## src/rtl/pipe_trace_pkg.sv

```systemverilog
// Shared types and MIPS32 opcode constants for the pipeline trace monitor.
package pipe_trace_pkg;

  typedef enum logic [2:0] {
    CLS_ALU,
    CLS_LOAD,
    CLS_STORE,
    CLS_BRANCH,
    CLS_NONE
  } instr_class_t;

  localparam logic [5:0] OP_RTYPE = 6'b000000;
  localparam logic [5:0] OP_ADDI  = 6'b001000;
  localparam logic [5:0] OP_LW    = 6'b100011;
  localparam logic [5:0] OP_SW    = 6'b101011;
  localparam logic [5:0] OP_BEQ   = 6'b000100;
  localparam logic [5:0] OP_BNE   = 6'b000101;

endpackage

```

## src/rtl/pipe_trace_monitor_classifier.sv

```systemverilog
// Combinational opcode decode of a retiring instruction into its performance-counter class.
module instr_classifier
  import pipe_trace_pkg::*;
#(
  parameter int XLEN = 32
) (
  input  logic [XLEN-1:0] instr,
  output instr_class_t    instr_class
);

  // Only the major opcode matters; the remaining bits are folded away here.
  logic unused_operand_bits;
  assign unused_operand_bits = ^instr[XLEN-7:0];

  always_comb begin
    instr_class = CLS_NONE;
    case (instr[XLEN-1 -: 6])
      OP_RTYPE, OP_ADDI: instr_class = CLS_ALU;
      OP_LW:             instr_class = CLS_LOAD;
      OP_SW:             instr_class = CLS_STORE;
      OP_BEQ, OP_BNE:    instr_class = CLS_BRANCH;
      default:           instr_class = CLS_NONE;
    endcase
  end

endmodule

```

## src/rtl/pipe_trace_monitor.sv

```systemverilog
// Shadow tracker of an N-stage in-order pipeline with retire port and saturating counters.
// Optional repeated-fetch-PC auto-stall is enabled by defining PIPE_TRACE_AUTOSTALL_EN.
module pipe_trace_monitor
  import pipe_trace_pkg::*;
#(
  parameter int STAGES      = 5,
  parameter int XLEN        = 32,
  parameter int STALL_STAGE = 2,
  parameter int FLUSH_DEPTH = 2,
  parameter int CNT_W       = 16
) (
  input  logic                   clock,
  input  logic                   reset,
  input  logic [XLEN-1:0]        fetch_pc,
  input  logic [XLEN-1:0]        fetch_instr,
  input  logic                   stall,
  input  logic                   flush,
  output logic [STAGES*XLEN-1:0] stage_pc,
  output logic [STAGES*XLEN-1:0] stage_instr,
  output logic [STAGES-1:0]      stage_valid,
  output logic                   retire_valid,
  output logic [XLEN-1:0]        retire_pc,
  output logic [XLEN-1:0]        retire_instr,
  output logic [CNT_W-1:0]       cycle_cnt,
  output logic [CNT_W-1:0]       retire_cnt,
  output logic [CNT_W-1:0]       stall_cnt,
  output logic [CNT_W-1:0]       flush_cnt,
  output logic [4*CNT_W-1:0]     class_cnt
);

  function automatic logic [CNT_W-1:0] sat_inc(input logic [CNT_W-1:0] value, input logic en);
    return (en && (value != '1)) ? value + CNT_W'(1) : value;
  endfunction

  logic stall_eff;

`ifdef PIPE_TRACE_AUTOSTALL_EN
  // A fetch PC seen twice in a row means the front end is stalled even without a hazard.
  logic [XLEN-1:0] prev_pc;

  always_ff @(posedge clock or posedge reset) begin
    if (reset) prev_pc <= '1;
    else       prev_pc <= fetch_pc;
  end

  assign stall_eff = stall | (fetch_pc == prev_pc);
`else
  assign stall_eff = stall;
`endif

  for (genvar k = 0; k < STAGES; k++) begin : g_stage
    localparam bit FLUSHED = (k < FLUSH_DEPTH);
    localparam bit HELD    = (k < STALL_STAGE);
    localparam bit BUBBLED = (k == STALL_STAGE);

    logic [XLEN-1:0] pc_r, instr_r, src_pc, src_instr;
    logic            valid_r, src_valid;

    if (k == 0) begin : g_src
      // A zero instruction word is a bubble and carries a zero PC.
      assign src_valid = |fetch_instr;
      assign src_instr = fetch_instr;
      assign src_pc    = src_valid ? fetch_pc : '0;
    end else begin : g_src
      assign src_valid = stage_valid[k-1];
      assign src_instr = stage_instr[(k-1)*XLEN +: XLEN];
      assign src_pc    = stage_pc[(k-1)*XLEN +: XLEN];
    end

    // Flush outranks stall, so a squashed stage never holds stale contents.
    always_ff @(posedge clock or posedge reset) begin
      if (reset) begin
        pc_r    <= '0;
        instr_r <= '0;
        valid_r <= 1'b0;
      end else if (flush && FLUSHED) begin
        pc_r    <= '0;
        instr_r <= '0;
        valid_r <= 1'b0;
      end else if (stall_eff && HELD) begin
        pc_r    <= pc_r;
        instr_r <= instr_r;
        valid_r <= valid_r;
      end else if (stall_eff && BUBBLED) begin
        pc_r    <= '0;
        instr_r <= '0;
        valid_r <= 1'b0;
      end else begin
        pc_r    <= src_pc;
        instr_r <= src_instr;
        valid_r <= src_valid;
      end
    end

    assign stage_pc[k*XLEN +: XLEN]    = pc_r;
    assign stage_instr[k*XLEN +: XLEN] = instr_r;
    assign stage_valid[k]              = valid_r;
  end

  assign retire_valid = stage_valid[STAGES-1];
  assign retire_pc    = stage_pc[(STAGES-1)*XLEN +: XLEN];
  assign retire_instr = stage_instr[(STAGES-1)*XLEN +: XLEN];

  instr_class_t retire_class;
  logic [3:0]   class_hit;

  instr_classifier #(.XLEN(XLEN)) u_classifier (
    .instr       (retire_instr),
    .instr_class (retire_class)
  );

  always_comb begin
    class_hit = '0;
    case (retire_class)
      CLS_ALU:    class_hit[0] = 1'b1;
      CLS_LOAD:   class_hit[1] = 1'b1;
      CLS_STORE:  class_hit[2] = 1'b1;
      CLS_BRANCH: class_hit[3] = 1'b1;
      default:    class_hit    = '0;
    endcase
  end

  logic [3:0][CNT_W-1:0] class_q;

  always_ff @(posedge clock or posedge reset) begin
    if (reset) begin
      cycle_cnt  <= '0;
      retire_cnt <= '0;
      stall_cnt  <= '0;
      flush_cnt  <= '0;
      class_q    <= '0;
    end else begin
      cycle_cnt  <= sat_inc(cycle_cnt, 1'b1);
      retire_cnt <= sat_inc(retire_cnt, retire_valid);
      stall_cnt  <= sat_inc(stall_cnt, stall_eff);
      flush_cnt  <= sat_inc(flush_cnt, flush);
      for (int i = 0; i < 4; i++) begin
        class_q[i] <= sat_inc(class_q[i], retire_valid & class_hit[i]);
      end
    end
  end

  assign class_cnt = class_q;

endmodule

```

## config.mk

```make
export PLATFORM = sky130hd
export DESIGN_NAME = pipe_trace_monitor
export DESIGN_NICKNAME = d
export VERILOG_FILES = /design/src/rtl/pipe_trace_pkg.sv /design/src/rtl/pipe_trace_monitor_classifier.sv /design/src/rtl/pipe_trace_monitor.sv
export SDC_FILE = /design/constraint.sdc
export NUM_CORES = 1
export LEC_CHECK = 0
export BUFFER_PORTS_ARGS = -buffer_cell sky130_fd_sc_hd__buf_2
export CORE_AREA = 4 4 225 227
export CTS_BUF_LIST = sky130_fd_sc_hd__clkbuf_4 sky130_fd_sc_hd__clkbuf_8
export DETAILED_ROUTE_END_ITERATION = 12
export DIE_AREA = 0 0 229 231
export RECOVER_POWER = 100
export SETUP_SLACK_MARGIN = 0.05
export SLEW_MARGIN = 20
export SYNTH_ARGS = -nofsm -noshare
export SYNTH_HDL_FRONTEND = slang
export SYNTH_SLANG_ARGS = --single-unit
```

## constraint.sdc

```tcl
create_clock -name clock -period 34.2 [get_ports clock]
set_input_delay 3.42 -clock clock [delete_from_list [all_inputs] [get_ports clock]]
set_output_delay 3.42 -clock clock [all_outputs]
set_load 0.02 [all_outputs]
```

[Word level (Yosys, flattened, before mapping)]
Index checks and enable logic that the tools add are counted.
W data, S select, Z words.
Storage, ports and cells
  bits in registers: 453
  bits of input ports: 68
  output and inout bits: 518
  logic and storage cells: 85
Operators by class
  add/subtract/negate cells: 8
  equal/unequal tests: 17
  muxes and demuxes: 21
  bitwise logic cells: 4
  reduce and logical (&&, ||, !) cells: 12
Operators by type and width (count)
  $mux W32: 11
  $add A16 B1 Y16 const B: 8
  $ne A16 B16 Y1 const B: 8
  $reduce_or A32 Y1: 1
  $eq A6 B3 Y1 const B: 2
  $eq A6 B6 Y1 const B: 2
  $pmux W3 S4: 1
  $mux W1: 9
  $logic_and A1 B1 Y1: 7
  $eq A3 B2 Y1 const B: 2
  $eq A6 B4 Y1 const B: 1
  $logic_not A6 Y1: 1
  $and A1 B1 Y1: 4
  $reduce_or A2 Y1: 2
  $eq A3 B1 Y1 const B: 1
  $logic_not A3 Y1: 1
  $ne A2 B1 Y1 const B: 1

[Longest topological paths before layout]
  word-level depth: 7
  gate-level depth with buffers: 7
  gate-level depth less buffers: 6

[Hierarchy]
A second synthesis with hierarchy kept.
Unflattened totals
  cell total of the unflattened synthesis: 1366
  area, all modules: 17096.4 um^2
Modules (own cells, without submodules)
  pipe_trace_monitor: times used 1, cells each 1355, area an instance 17022.6 um^2, seq. area each 11335.9 um^2
  instr_classifier: times used 1, cells each 11, area an instance 73.8 um^2, seq. area each 0.0 um^2

[Least setup slack after synthesis]
Ideal clock, no wire load.
  path kind: input port to flip-flop
  from: input stall
  to: register g_stage[0].instr_r[17]
  library setup time: 0.132 ns
  arrival time: 4.673 ns
  data required time: 34.068 ns
  setup slack: 29.395 ns
  stages: 5
  buffers on the path: 3
  cells stage by stage: clkbuf_1 -> clkbuf_1 -> buf_1 -> mux2i_1 -> nor2_1
Between the ends
  word-level cells in the longest chain between the ends: 1
Ends and longest elaborated chain
  start: declaration: RTL line pipe_trace_monitor.sv:16  | input logic stall,
  $ne A2 B1 Y1 (no source line)
  end signal: assignment: RTL line pipe_trace_monitor.sv:82  | instr_r <= instr_r;
  end signal: assignment: RTL line pipe_trace_monitor.sv:90  | instr_r <= src_instr;
  end: declaration: RTL line pipe_trace_monitor.sv:56  | logic [XLEN-1:0] pc_r, instr_r, src_pc, src_instr;
No other way between the ends.
A chain may end at the register's enable or synchronous reset.

==> flow_metrics.env <==
export IMPL_drv_cap=12
export IMPL_dieWidth_um=229
export IMPL_final_common_cell="clkbuf_1"
export IMPL_slowest_delay_ns=3.37
export IMPL_io_pins=586
export IMPL_wl_met2_um=23800
export IMPL_layout_drive_gt1_share_pct=11.2
export IMPL_min_period_over_period_pct=36.3
export IMPL_finalSetupViolations=0
export IMPL_ant_nets=0
export IMPL_final_hold_viol_count=0
export IMPL_ff_latch_area_um2=11300
export IMPL_gp_congestion=0.863
export IMPL_wl_met1_um=20600
export IMPL_multiInputGateArea_um2=4990
export IMPL_hold_path_class="reg -> reg"
export IMPL_startpoint_type="input pin"
export IMPL_violations="capacitance limit, slew limit"
export IMPL_numCtsBuffers=78
export IMPL_port_buffers=585
export IMPL_n_fill_cell=4822
export IMPL_htree_levels=3
export IMPL_cts_repair_resized=0
export IMPL_grt_usage_pct=18.3
export IMPL_antenna_found_initial=5
export IMPL_clock_skew_ns=0.0150
export IMPL_via_count=12300
export IMPL_slew_viol_final=842
export IMPL_drc=0
export IMPL_grt_overflow=0
export IMPL_wl_met3_um=3940
export IMPL_cts_setup_buffers=0
export IMPL_seq_area_frac_synth_pct=66.3
export IMPL_hpwlAfterDp_um=36000
export IMPL_die_area_um2=52900
export IMPL_routed_via_density=4.72
export IMPL_critPathMaxFanout=137
export IMPL_cpMaxStageDelayCell="clkinvlp_2"
export IMPL_crit_chain="buf_2 -> clkinvlp_2 -> clkbuf_1 -> clkbuf_1"
export IMPL_worst_slew_pin_slew_ns=6.11
export IMPL_tns_ns=0
export IMPL_rsz0062_at_grt="false"
export IMPL_highest_layer="met5"
export IMPL_cts_tree="done"
export IMPL_critical_path_class="in -> async"
export IMPL_core_area_um2=48600
export IMPL_syn_inst=1356
export IMPL_ir_worst_vdd_v=0.0000344
export IMPL_crit_buf_inv=4
export IMPL_period_needed_ns=12.40
export IMPL_synth_nets=1432
export IMPL_max_freq_mhz=80.6
export IMPL_end_kind="asynchronous set/reset pin"
export IMPL_die_y_um=231
export IMPL_status="complete, but fails checks"
export IMPL_root_buffer="clkbuf_8"
export IMPL_arrival_ns=12.23
export IMPL_synth_seq_cells=453
export IMPL_cp_required_ns=34.02
export IMPL_wl_per_cell_um=19.0
export IMPL_cts_buffer_depth=3
export IMPL_power_mw=1.23
export IMPL_crit_top_cell="clkbuf_1"
export IMPL_area_growth_synth_to_final_pct=24.0
export IMPL_clk_pin_slew_worst_paths_ns=0.06
export IMPL_rows=81
export IMPL_cts_sinks=453
export IMPL_ys_types=43
export IMPL_postSynthAreaPerCell_um2=12.6
export IMPL_p_leak_nw=9.94
export IMPL_layout_common_cells="529 x clkbuf_1, 453 x dfrtp_1, 138 x nor2_1"
export IMPL_final_nets=1988
export IMPL_grt_pass1_vias=12600
export IMPL_grt_max_degree=138
export IMPL_initial_utilization_pct=35.1
export IMPL_maxSlewHeadroom_pct=-309
export IMPL_critical_path_top_delay_family="buffers and inverters"
export IMPL_power_density_nw_per_um2=58.2
export IMPL_synth_edff_count=0
export IMPL_async_flop_share_pct=100
export IMPL_yosys_warnings=0
export IMPL_drt_iter0_markers=691
export IMPL_synth_area_um2=17100
export IMPL_ctsHoldBuffers=0
export IMPL_clk_latency_ns=0.64
export IMPL_synth_ff_type="dfrtp_1"
export IMPL_drt_total_wl_um=49300
export IMPL_drt_pass1_iter_count=5
export IMPL_grt_pass1_wl_um=76200
sequential cells by signal, indices dropped and copies added, names as in the netlist:
| name | cells |
|---|---|
| flush_cnt | 16 |
| stall_cnt | 16 |
| g_stage.valid_r | 4 |
| g_stage.pc_r | 128 |
| g_stage.instr_r | 128 |
| class_cnt | 64 |
| cycle_cnt | 16 |
| retire_cnt | 16 |
| retire_pc | 32 |
| retire_valid | 1 |
| retire_instr | 32 |
path summary, 6_finish.rpt:
| path | start | to | slack (ns) | cells after the start |
|---|---|---|---|---|
| max | reset | g_stage[3].instr_r[7] | 21.80 | 4 |
| max reg2reg | retire_valid | class_cnt[10] | 31.16 | 5 |
| min in group asynchronous | reset | retire_pc[3] | 4.71 | 2 |
| max in group clock | stall | stall_cnt[1] | 23.15 | 4 |
| min | g_stage[2].instr_r[9] | g_stage[3].instr_r[9] | 0.37 | 0 |
| min reg2reg | g_stage[2].instr_r[9] | g_stage[3].instr_r[9] | 0.37 | 0 |
synthesized netlist by cell type (15+ instances only):
cell,number,area share (%)
nand4_1,42,1.5
buf_4,69,3.0
mux2i_1,103,6.0
dfrtp_1,453,66
and3_1,22,0.81
xor2_1,25,1.3
nand3b_1,32,1.4
a21oi_1,48,1.4
nor2_1,138,3.0
clkbuf_1,44,0.97
nor2b_1,66,2.4
nor3_1,15,0.44
nand2_1,85,1.9
xnor2_1,70,3.6
nand3_1,44,1.3
where the power goes:
| part | internal [mW] | total, mW | switching, mW |
|---|---|---|---|
| registers | 0.559 | 0.584 | 0.0245 |
| logic | 0.0364 | 0.121 | 0.0851 |
| clock network | 0.306 | 0.527 | 0.222 |
| total | 0.902 | 1.23 | 0.331 |
worst reg2reg max path, delay by kind of cell (launching register included):
kind / cells / cell delay [ns]
xor+xnor: 1 / 0.13
flops: 1 / 0.51
simple gates: 4 / 2.28
metal layers:
metal  vias to the layer above  track usage, %
met1                      6111            23.4
met5                         -               0
met3                        64            6.18
li1                       5668               -
met2                       424            29.5
met4                         4            6.18
kinds of logic (layout without fill, tap and decap cells):
kind of cell / Yosys count / count (layout) / share of synthesized area (%)
AND/OR/NAND/NOR: 485 / 485 / 14.7
adder cells (fa/ha/maj): 8 / 8 / 0.586
AO/OA/AOI/OAI: 72 / 72 / 2.44
XOR/XNOR: 95 / 95 / 4.87
other: 0 / 4 / 0
multiplexers: 114 / 114 / 6.76
buffers and inverters: 129 / 745 / 4.36
flip-flops: 453 / 453 / 66.3
layout make-up:
cell class / instances / area share, %
Tap cell: 622 / 3.67
Sequential cell: 453 / 53.5
Multi-Input combinational cell: 774 / 23.6
Inverter: 11 / 0.201
Clock buffer: 117 / 7.10
Antenna cell: 4 / 0.0472
Clock inverter: 23 / 1.03
Timing Repair Buffer: 594 / 10.9
through the flow:
stage               setup slack [ns]  utilization, %  area (um^2)  cells  hold WS (ns)
floorplan                      18.15               -        17100   1356         0.355
global placement               28.11            41.5        20200   2454         0.354
detailed placement             28.06            41.5        20200   2454         0.353
CTS                            28.81            45.0        21900   2594         0.363
global route                   19.54            43.5        21200   2595         0.374
finish                         21.80            43.6        21200   2598         0.368
(Power assumes the default switching activity.)
